File: config.mk
export PLATFORM = sky130hd
export DESIGN_NAME = regfile_wr_ctrl
export DESIGN_NICKNAME = d
export VERILOG_FILES = /design/src/rtl/regfile_pkg.sv /design/src/rtl/regfile_wr_ctrl_arb.sv /design/src/rtl/regfile_wr_ctrl.sv
export SDC_FILE = /design/constraint.sdc
export NUM_CORES = 1
export LEC_CHECK = 0
export CAP_MARGIN = 5
export CORE_MARGIN = 8
export CORE_UTILIZATION = 38
export CTS_BUF_LIST = sky130_fd_sc_hd__clkbuf_8
export DETAILED_ROUTE_END_ITERATION = 6
export PLACE_DENSITY = 0.83
export SLEW_MARGIN = 10
export SYNTH_ARGS = -nofsm -noshare
export SYNTH_HDL_FRONTEND = slang
export SYNTH_HIERARCHICAL = 1
export SYNTH_SLANG_ARGS = --single-unit
File: constraint.sdc
create_clock -name clk -period 1.67 [get_ports clk]
set_input_delay 0.334 -clock clk [delete_from_list [all_inputs] [get_ports clk]]
set_output_delay 0.334 -clock clk [all_outputs]
set_load 0.03 [all_outputs]
File: src/rtl/regfile_pkg.sv
// Shared types and sizes for the register-file write-port controller.
package regfile_pkg;

   localparam int REG_W   = 64;
   localparam int REG_AW  = 5;
   localparam int NREG    = 32;
   localparam int XZR_IDX = 31;

   typedef enum logic [0:0] {
      ST_INIT = 1'b0,
      ST_ARB  = 1'b1
   } regfile_wr_state_t;

endpackage

File: src/rtl/regfile_wr_ctrl_arb.sv
// Two-input round-robin arbiter: combinational one-hot grant plus the
// last-grant pointer register.
module rr_arbiter2 (
   input  logic clk,
   input  logic reset,
   input  logic en,
   input  logic req_a,
   input  logic req_b,
   output logic gnt_a,
   output logic gnt_b
);

   logic prefer_b;

   always_comb begin
      gnt_a = 1'b0;
      gnt_b = 1'b0;
      if (en) begin
         if (req_a && req_b) begin
            gnt_a = !prefer_b;
            gnt_b = prefer_b;
         end else begin
            gnt_a = req_a;
            gnt_b = req_b;
         end
      end
   end

   // Whoever just won yields priority to the other side next time.
   always_ff @(posedge clk or negedge reset) begin
      if (!reset) begin
         prefer_b <= 1'b0;
      end else if (gnt_a) begin
         prefer_b <= 1'b1;
      end else if (gnt_b) begin
         prefer_b <= 1'b0;
      end
   end

endmodule

File: src/rtl/regfile_wr_ctrl.sv
// Write-port controller for the 32 x 64 register file: optional post-reset
// init sequence (enabled by REGFILE_INIT_EN) then round-robin writeback.
module regfile_wr_ctrl
   import regfile_pkg::*;
#(
   parameter int W    = REG_W,
   parameter int AW   = REG_AW,
   parameter int NREG = 32
) (
   input  logic          clk,
   input  logic          reset,
   input  logic          req_a,
   input  logic          req_b,
   input  logic [AW-1:0] addr_a,
   input  logic [AW-1:0] addr_b,
   input  logic [W-1:0]  data_a,
   input  logic [W-1:0]  data_b,
   output logic          gnt_a,
   output logic          gnt_b,
   output logic          we3,
   output logic [AW-1:0] wa3,
   output logic [W-1:0]  wd3,
   output logic          init_done
);

   localparam logic [AW-1:0] XZR_ADDR = AW'(NREG - 1);

   logic          arb_en;
   logic          grant_a;
   logic          grant_b;
   logic          we_n;
   logic [AW-1:0] wa_n;
   logic [W-1:0]  wd_n;

`ifdef REGFILE_INIT_EN
   localparam logic [AW-1:0] INIT_LAST = AW'(NREG - 2);

   regfile_wr_state_t state;
   logic [AW-1:0]     idx;

   assign arb_en = (state == ST_ARB);

   // Walk idx 0..NREG-2, leaving the zero register untouched.
   always_ff @(posedge clk or negedge reset) begin
      if (!reset) begin
         state     <= ST_INIT;
         idx       <= '0;
         init_done <= 1'b0;
      end else if (state == ST_INIT) begin
         idx <= idx + 1'b1;
         if (idx == INIT_LAST) begin
            state     <= ST_ARB;
            init_done <= 1'b1;
         end
      end
   end
`else
   assign arb_en = 1'b1;

   always_ff @(posedge clk or negedge reset) begin
      if (!reset) begin
         init_done <= 1'b0;
      end else begin
         init_done <= 1'b1;
      end
   end
`endif

   rr_arbiter2 u_arb (
      .clk   (clk),
      .reset (reset),
      .en    (arb_en),
      .req_a (req_a),
      .req_b (req_b),
      .gnt_a (grant_a),
      .gnt_b (grant_b)
   );

   // Writes to the zero register are granted but never enabled.
   always_comb begin
      we_n = 1'b0;
      wa_n = wa3;
      wd_n = wd3;
      if (grant_a) begin
         we_n = (addr_a != XZR_ADDR);
         wa_n = addr_a;
         wd_n = data_a;
      end else if (grant_b) begin
         we_n = (addr_b != XZR_ADDR);
         wa_n = addr_b;
         wd_n = data_b;
      end
`ifdef REGFILE_INIT_EN
      if (state == ST_INIT) begin
         we_n = 1'b1;
         wa_n = idx;
         wd_n = W'(idx);
      end
`endif
   end

   always_ff @(posedge clk or negedge reset) begin
      if (!reset) begin
         gnt_a <= 1'b0;
         gnt_b <= 1'b0;
         we3   <= 1'b0;
         wa3   <= '0;
         wd3   <= '0;
      end else begin
         gnt_a <= grant_a;
         gnt_b <= grant_b;
         we3   <= we_n;
         wa3   <= wa_n;
         wd3   <= wd_n;
      end
   end

endmodule

==> flow_metrics.py, run 1 <==
metrics = {
    "route": {
        "avgViaCountPerCell": 4.840,
        "drtIter0Drc": 148,
        "avgRoutedWirePerCell_um": 17.48,
        "antenna_left": 0,
        "firstDrtPassIters": 5,
        "vias": 3136,
        "drt-total-wl_mm": 11.33,
        "drc": 0,
    },
    "global_route": {
        "antenna_found_initial": 0,
        "grt_max_degree": 75,
        "grt_pass1_vias": 3429,
        "grt-ovfl-total": 0,
        "grt_pass1_wl_mm": 18.27,
        "grtUsageTotal_pct": 18.44,
    },
    "sta": {
        "skew_ns": 0.009413,
        "hold_viol": 1,
        "hold_ws_ns": -0.00009764,
        "period_needed_ns": 1.580,
        "period_share_pct": 94.58,
        "setup_ws_ns": 0.09047,
        "rsz0062_at_grt": "no",
        "setup_viol": 0,
        "finalMaxSlewViolations": 0,
        "max_freq_mhz": 633.1,
    },
    "placement": {
        "gp_congestion": 0.7310,
        "io_buffers": 214,
        "placedCellCount": 635,
        "place_ws_ns": -0.2430,
        "post-dp-hpwl_mm": 8.771,
    },
    "synthesis": {
        "synthMuxAreaShare_pct": 20.26,
        "yosys.area_share.simple_pct": 8.514,
        "avgSynthCellArea_um2": 10.69,
        "yosysWarningCount": 6,
        "syn-cell-area_um2": 3410,
        "yosysSeqAreaShare_pct": 54.31,
        "synth_top_family_by_area": "multiplexers",
        "syn_inst": 319,
        "ys_ff_latch": 74,
        "synthXorXnorAreaFrac_pct": 0,
        "synth_compound_area_share_pct": 11.12,
        "synth-adder-area-share_pct": 0,
        "synthDistinctLibCells": 16,
    },
    "floorplan": {
        "io_pins": 215,
        "core_um2": 8721,
        "rows": 34,
        "initial_utilization_pct": 39.10,
        "fp.dieW_um": 110.7,
        "dieArea_um2": 12260,
        "die_h_um": 110.7,
    },
    "setup_path": {
        "crit_path_end_kind": "register",
        "worstPathArrival_ns": 1.80,
        "path_class": "in2reg",
        "worst-path-max-fanout": 42,
        "crit_required_ns": 1.89,
        "crit_path_start_kind": "primary input",
        "timing.rr.start": "u_arb/prefer_b",
        "setup.worst_path.start": "req_b",
    },
    "power_and_ir_drop": {
        "power.switching_mw": 2.168,
        "p_int_mw": 3.699,
        "cellPowerDensity_nw_per_um2": 1014,
        "power.share.sequential_pct": 39.9,
        "p_leak_nw": 2.506,
        "switching_share_pct": 36.96,
        "p_comb_share_pct": 39.6,
        "p_clk_share_pct": 20.5,
        "ir_drop_mv": 0.5242,
        "power_mw": 5.867,
    },
    "cts": {
        "cts_buffers": 9,
        "root_buffer": "clkbuf_8",
        "clkTransAtPathRegs_ns": 0.08,
        "clock_path_buffers": 2,
        "htree_levels": 3,
        "clk_latency_ns": 0.33,
        "cts_tree": "done",
        "cts_sinks": 74,
    },
    "status": {
        "status": "finished with violations",
        "violations": "negative hold slack",
    },
    "final_layout": {
        "finalNetCount": 680,
        "fin_cells": 648,
        "layout_common_cells": "140 x clkdlybuf4s50_1, 74 x dfrtp_1, 73 x nand2_1, 73 x dlygate4sd2_1, 70 x o21ai_1",
        "multi_input_area_um2": 1398,
        "area_growth_pct": 69.76,
        "drive_gt1_share_pct": 5.370,
        "final_common_cell": "clkdlybuf4s50_1",
        "antennaDiodeCount": 0,
        "num-fill-cells": 748,
        "seqCellArea_um2": 1852,
    },
    "job": {
        "drv_cap": 0,
    },
    "hold_path": {
        "min_path_type": "in2async",
    },
}
power groups by stage:
stage,Clock (mW),Combinational (mW),Sequential [mW]
finish,1.20,2.32,2.34
global route,1.34,2.48,2.39
CTS,1.26,2.35,2.35
detailed placement,0,2.61,2.39
global placement,0,2.56,2.37
floorplan,0,0.566,3.11
cell type report:
class / instances / area share [%]
inverter: 1 / 0.06485
multi-input combinational: 224 / 24.15
clock inverter: 2 / 0.1297
tap: 108 / 2.335
sequential: 74 / 31.99
clock buffer: 11 / 2.616
timing repair buffer: 228 / 38.72
per-layer routing:
metal,track usage (%),part of all wire (%),vias to the layer above
met5,0,0,-
met4,7.207,2.3,0
met3,6.764,7.0,20
met2,31.84,51,128
met1,20.02,40,1464
li1,-,-,1524
cells in the mapped netlist:
library cell / instances / share of area, %
clkbuf_1: 3 / 0.33
dfrtp_1: 74 / 54
nand3_1: 2 / 0.29
conb_1: 1 / 0.11
a21oi_1: 2 / 0.29
buf_8: 7 / 3.1
and3_1: 1 / 0.18
mux2i_1: 69 / 20
a21oi_2: 1 / 0.26
o21ai_1: 70 / 10
inv_1: 1 / 0.11
buf_6: 1 / 0.33
o21ai_0: 2 / 0.29
buf_4: 1 / 0.22
nand2_1: 73 / 8.0
buf_2: 11 / 1.6
state kept, by name, indices dropped and copies added, names as in the netlist:
name            count
gnt_a               1
gnt_b               1
wa3                 5
u_arb/prefer_b      1
we3                 1
init_done           1
wd3                64
worst max-delay path, cell delays in order:
cell and delay (ns):
clkdlybuf4s50_1 0.48, nand2_1 0.09, a21oi_4 0.19, buf_12 0.29, mux2i_1 0.26, o21ai_1 0.09
kinds of logic (layout without fill, tap and decap cells):
group | count (synthesis) | after routing
flip-flops | 74 | 74
other | 1 | 4
AO/OA/AOI/OAI | 75 | 75
buffers and inverters | 24 | 242
multiplexers | 69 | 69
AND/OR/NAND/NOR | 76 | 76
stage by stage:
step / setup TNS, ns / util, % / instance area (um2)
floorplan: 0 / - / 3421
global placement: -8.910 / 65.60 / 5720
detailed placement: -11.03 / 65.60 / 5720
CTS: 0 / 66.37 / 5788
global route: 0 / 66.37 / 5788
finish: 0 / 66.37 / 5788
path summary, 6_finish.rpt:
check                      endpoint  slack, ns  cells after the start
max in group asynchronous   wd3[20]       1.32                      2
max                         wd3[41]       0.09                      6
max reg2reg                 wd3[41]       0.15                      5
min in group clk            wd3[32]       0.54                      3
min                         wd3[33]    -0.0001                      2
min reg2reg                  wd3[2]       0.54                      2
repair_timing:
item	4_1_cts	5_1_grt
resized for setup	73	0
setup endpoints to repair	73	0
setup buffers	0	0
hold buffers	0	0
(Power assumes the default switching activity.)
==> run 2: changes to the inputs <==
--- a/config.mk
+++ b/config.mk
@@ -9,6 +9,7 @@
 export CORE_MARGIN = 8
 export CORE_UTILIZATION = 38
 export CTS_BUF_LIST = sky130_fd_sc_hd__clkbuf_8
+export CTS_CLUSTER_DIAMETER = 30
 export DETAILED_ROUTE_END_ITERATION = 6
 export PLACE_DENSITY = 0.83
 export SLEW_MARGIN = 10
==> results of run 2 <==
Final layout, timing and power as in run 1 (identical DEF).
==> run 3: changes to the inputs <==
--- a/config.mk
+++ b/config.mk
@@ -6,7 +6,6 @@
 export NUM_CORES = 1
 export LEC_CHECK = 0
 export CAP_MARGIN = 5
-export CORE_MARGIN = 8
 export CORE_UTILIZATION = 38
 export CTS_BUF_LIST = sky130_fd_sc_hd__clkbuf_8
 export CTS_CLUSTER_DIAMETER = 30
==> run 3 against run 2 <==
  * The run still ends with negative hold slack left
  * Non-clock buffer count is 2 lower
  * Die area is 24% lower
  * Clock skew hardly changed
  * Maximum frequency is 2.7% higher
  * Clock power is 8% higher
  * Design area hardly changed
  * Combinational power hardly changed
  * Critical endpoint is now wd3[17]
==> flow_metrics.py, run 3 (synthesis gave the netlist of run 1 again) <==
metrics = {
    "cts": {
        "cts_setup_buffers": 0,
        "clk_latency_ns": 0.32,
        "hold_buffers": 0,
        "cts_sinks": 74,
        "clock_path_buffers": 2,
        "cts_tree": "done",
        "clkTransAtPathRegs_ns": 0.08,
        "htree_levels": 3,
        "root_buffer": "clkbuf_8",
        "cts_buffers": 9,
    },
    "route": {
        "drtIter0Drc": 84,
        "avgViaCountPerCell": 4.835,
        "antenna_left": 0,
        "vias": 3138,
        "firstDrtPassIters": 4,
        "drc": 0,
        "drt-total-wl_mm": 9.526,
        "avgRoutedWirePerCell_um": 14.68,
    },
    "setup_path": {
        "worst-path-max-fanout": 35,
        "crit_path_start_kind": "primary input",
        "worstPathArrival_ns": 1.74,
        "worstRegToRegCells": 5,
        "crit_path_end_kind": "register",
        "path_class": "in2reg",
        "r2r_slack_ns": 0.18,
        "crit_required_ns": 1.88,
    },
    "sta": {
        "period_share_pct": 92.08,
        "max_freq_mhz": 650.3,
        "rsz0062_at_grt": "no",
        "finalMaxSlewViolations": 0,
        "setup_viol": 0,
        "setup_tns_ns": 0,
        "period_needed_ns": 1.538,
        "setup_ws_ns": 0.1323,
        "hold_viol": 1,
        "hold_ws_ns": -0.001621,
        "skew_ns": 0.009754,
    },
    "final_layout": {
        "num-fill-cells": 718,
        "drive_gt1_share_pct": 5.915,
        "final_common_cell": "clkdlybuf4s50_1",
        "seqCellArea_um2": 1852,
        "largest_register_ffs": 64,
        "multi_input_area_um2": 1398,
        "finalNetCount": 678,
        "area_growth_pct": 69.87,
        "largest-register": "wd3",
        "layout_common_cells": "140 x clkdlybuf4s50_1, 74 x dfrtp_1, 73 x nand2_1, 73 x dlygate4sd2_1, 70 x o21ai_1",
        "reg.largest.list": "wd3 x64, wa3 x5",
        "final_area_um2": 5792,
        "antennaDiodeCount": 0,
    },
    "floorplan": {
        "fp.dieW_um": 96.72,
        "io_pins": 215,
        "rows": 34,
        "die_h_um": 96.72,
        "dieArea_um2": 9355,
        "core_um2": 8721,
        "initial_utilization_pct": 39.10,
    },
    "power_and_ir_drop": {
        "p_comb_share_pct": 38.6,
        "switching_share_pct": 36.63,
        "p_int_mw": 3.760,
        "power.switching_mw": 2.174,
        "power_mw": 5.935,
        "p_leak_nw": 2.498,
        "ir_drop_mv": 0.5330,
        "power.share.sequential_pct": 39.5,
        "cellPowerDensity_nw_per_um2": 1025,
        "p_clk_share_pct": 22.0,
    },
    "global_route": {
        "grt-ovfl-total": 0,
        "grtUsageTotal_pct": 20.67,
        "grt_pass1_vias": 3199,
        "antenna_found_initial": 0,
        "grt_max_degree": 75,
        "grt_pass1_wl_mm": 15.72,
    },
    "placement": {
        "gp_congestion": 0.7722,
        "place_ws_ns": -0.2089,
        "dpl-instance-area_um2": 5693,
        "io_buffers": 214,
        "post-dp-hpwl_mm": 7.186,
    },
    "status": {
        "violations": "negative hold slack",
        "status": "finished with violations",
    },
    "job": {
        "drv_cap": 0,
    },
    "hold_path": {
        "min_path_type": "in2async",
    },
}
==> run 3: layout make-up <==
cell class,count,share of cell area (%)
clock inverter,4,0.4321
sequential,74,31.97
inverter,1,0.06481
tap,108,2.333
multi-input combinational,224,24.13
timing repair buffer,226,38.22
clock buffer,12,2.852
==> run 3: repair_timing <==
action | 4_1_cts | 5_1_grt
endpoints found under the setup margin | 73 | 0
hold endpoints to repair | 0 | 0
gates resized for setup | 73 | 0
==> run 3: power groups by stage <==
stage                     Clock (mW)  Combinational, mW  Sequential, mW
after CTS                       1.34               2.31            2.35
after floorplan                    0              0.566            3.11
after global routing            1.42               2.43            2.39
final                           1.30               2.29            2.34
after detailed placement           0               2.57            2.39
after global placement             0               2.52            2.38
==> run 3: stage by stage <==
stage | std cells | utilization [%]
finish | 649 | 66.41
global route | 649 | 66.41
CTS | 649 | 66.41
detailed placement | 633 | 65.28
global placement | 633 | 65.28
floorplan | 322 | -
==> run 3: worst paths after layout <==
kind                           startpoint  endpoint
min in group clk                   wd3[2]    wd3[2]
hold reg to reg                    wd3[2]    wd3[2]
hold / removal                      reset   wd3[60]
setup / recovery                    req_b   wd3[17]
max in group asynchronous           reset   wd3[16]
setup reg to reg           u_arb/prefer_b   wd3[17]
==> run 3: routing by layer <==
metal | vias to the layer above | track usage [%] | wire length [um]
li1 | 1529 | - | -
met1 | 1460 | 26.08 | 4119
met2 | 133 | 34.40 | 4645
met3 | 16 | 5.491 | 565
met4 | 0 | 6.889 | 196
met5 | - | 0 | 0
==> run 3: critical path, stage by stage <==
cell,delay [ns]
clkdlybuf4s50_1,0.49
nand2_1,0.09
a21oi_4,0.19
buf_12,0.27
mux2i_1,0.25
o21ai_1,0.09
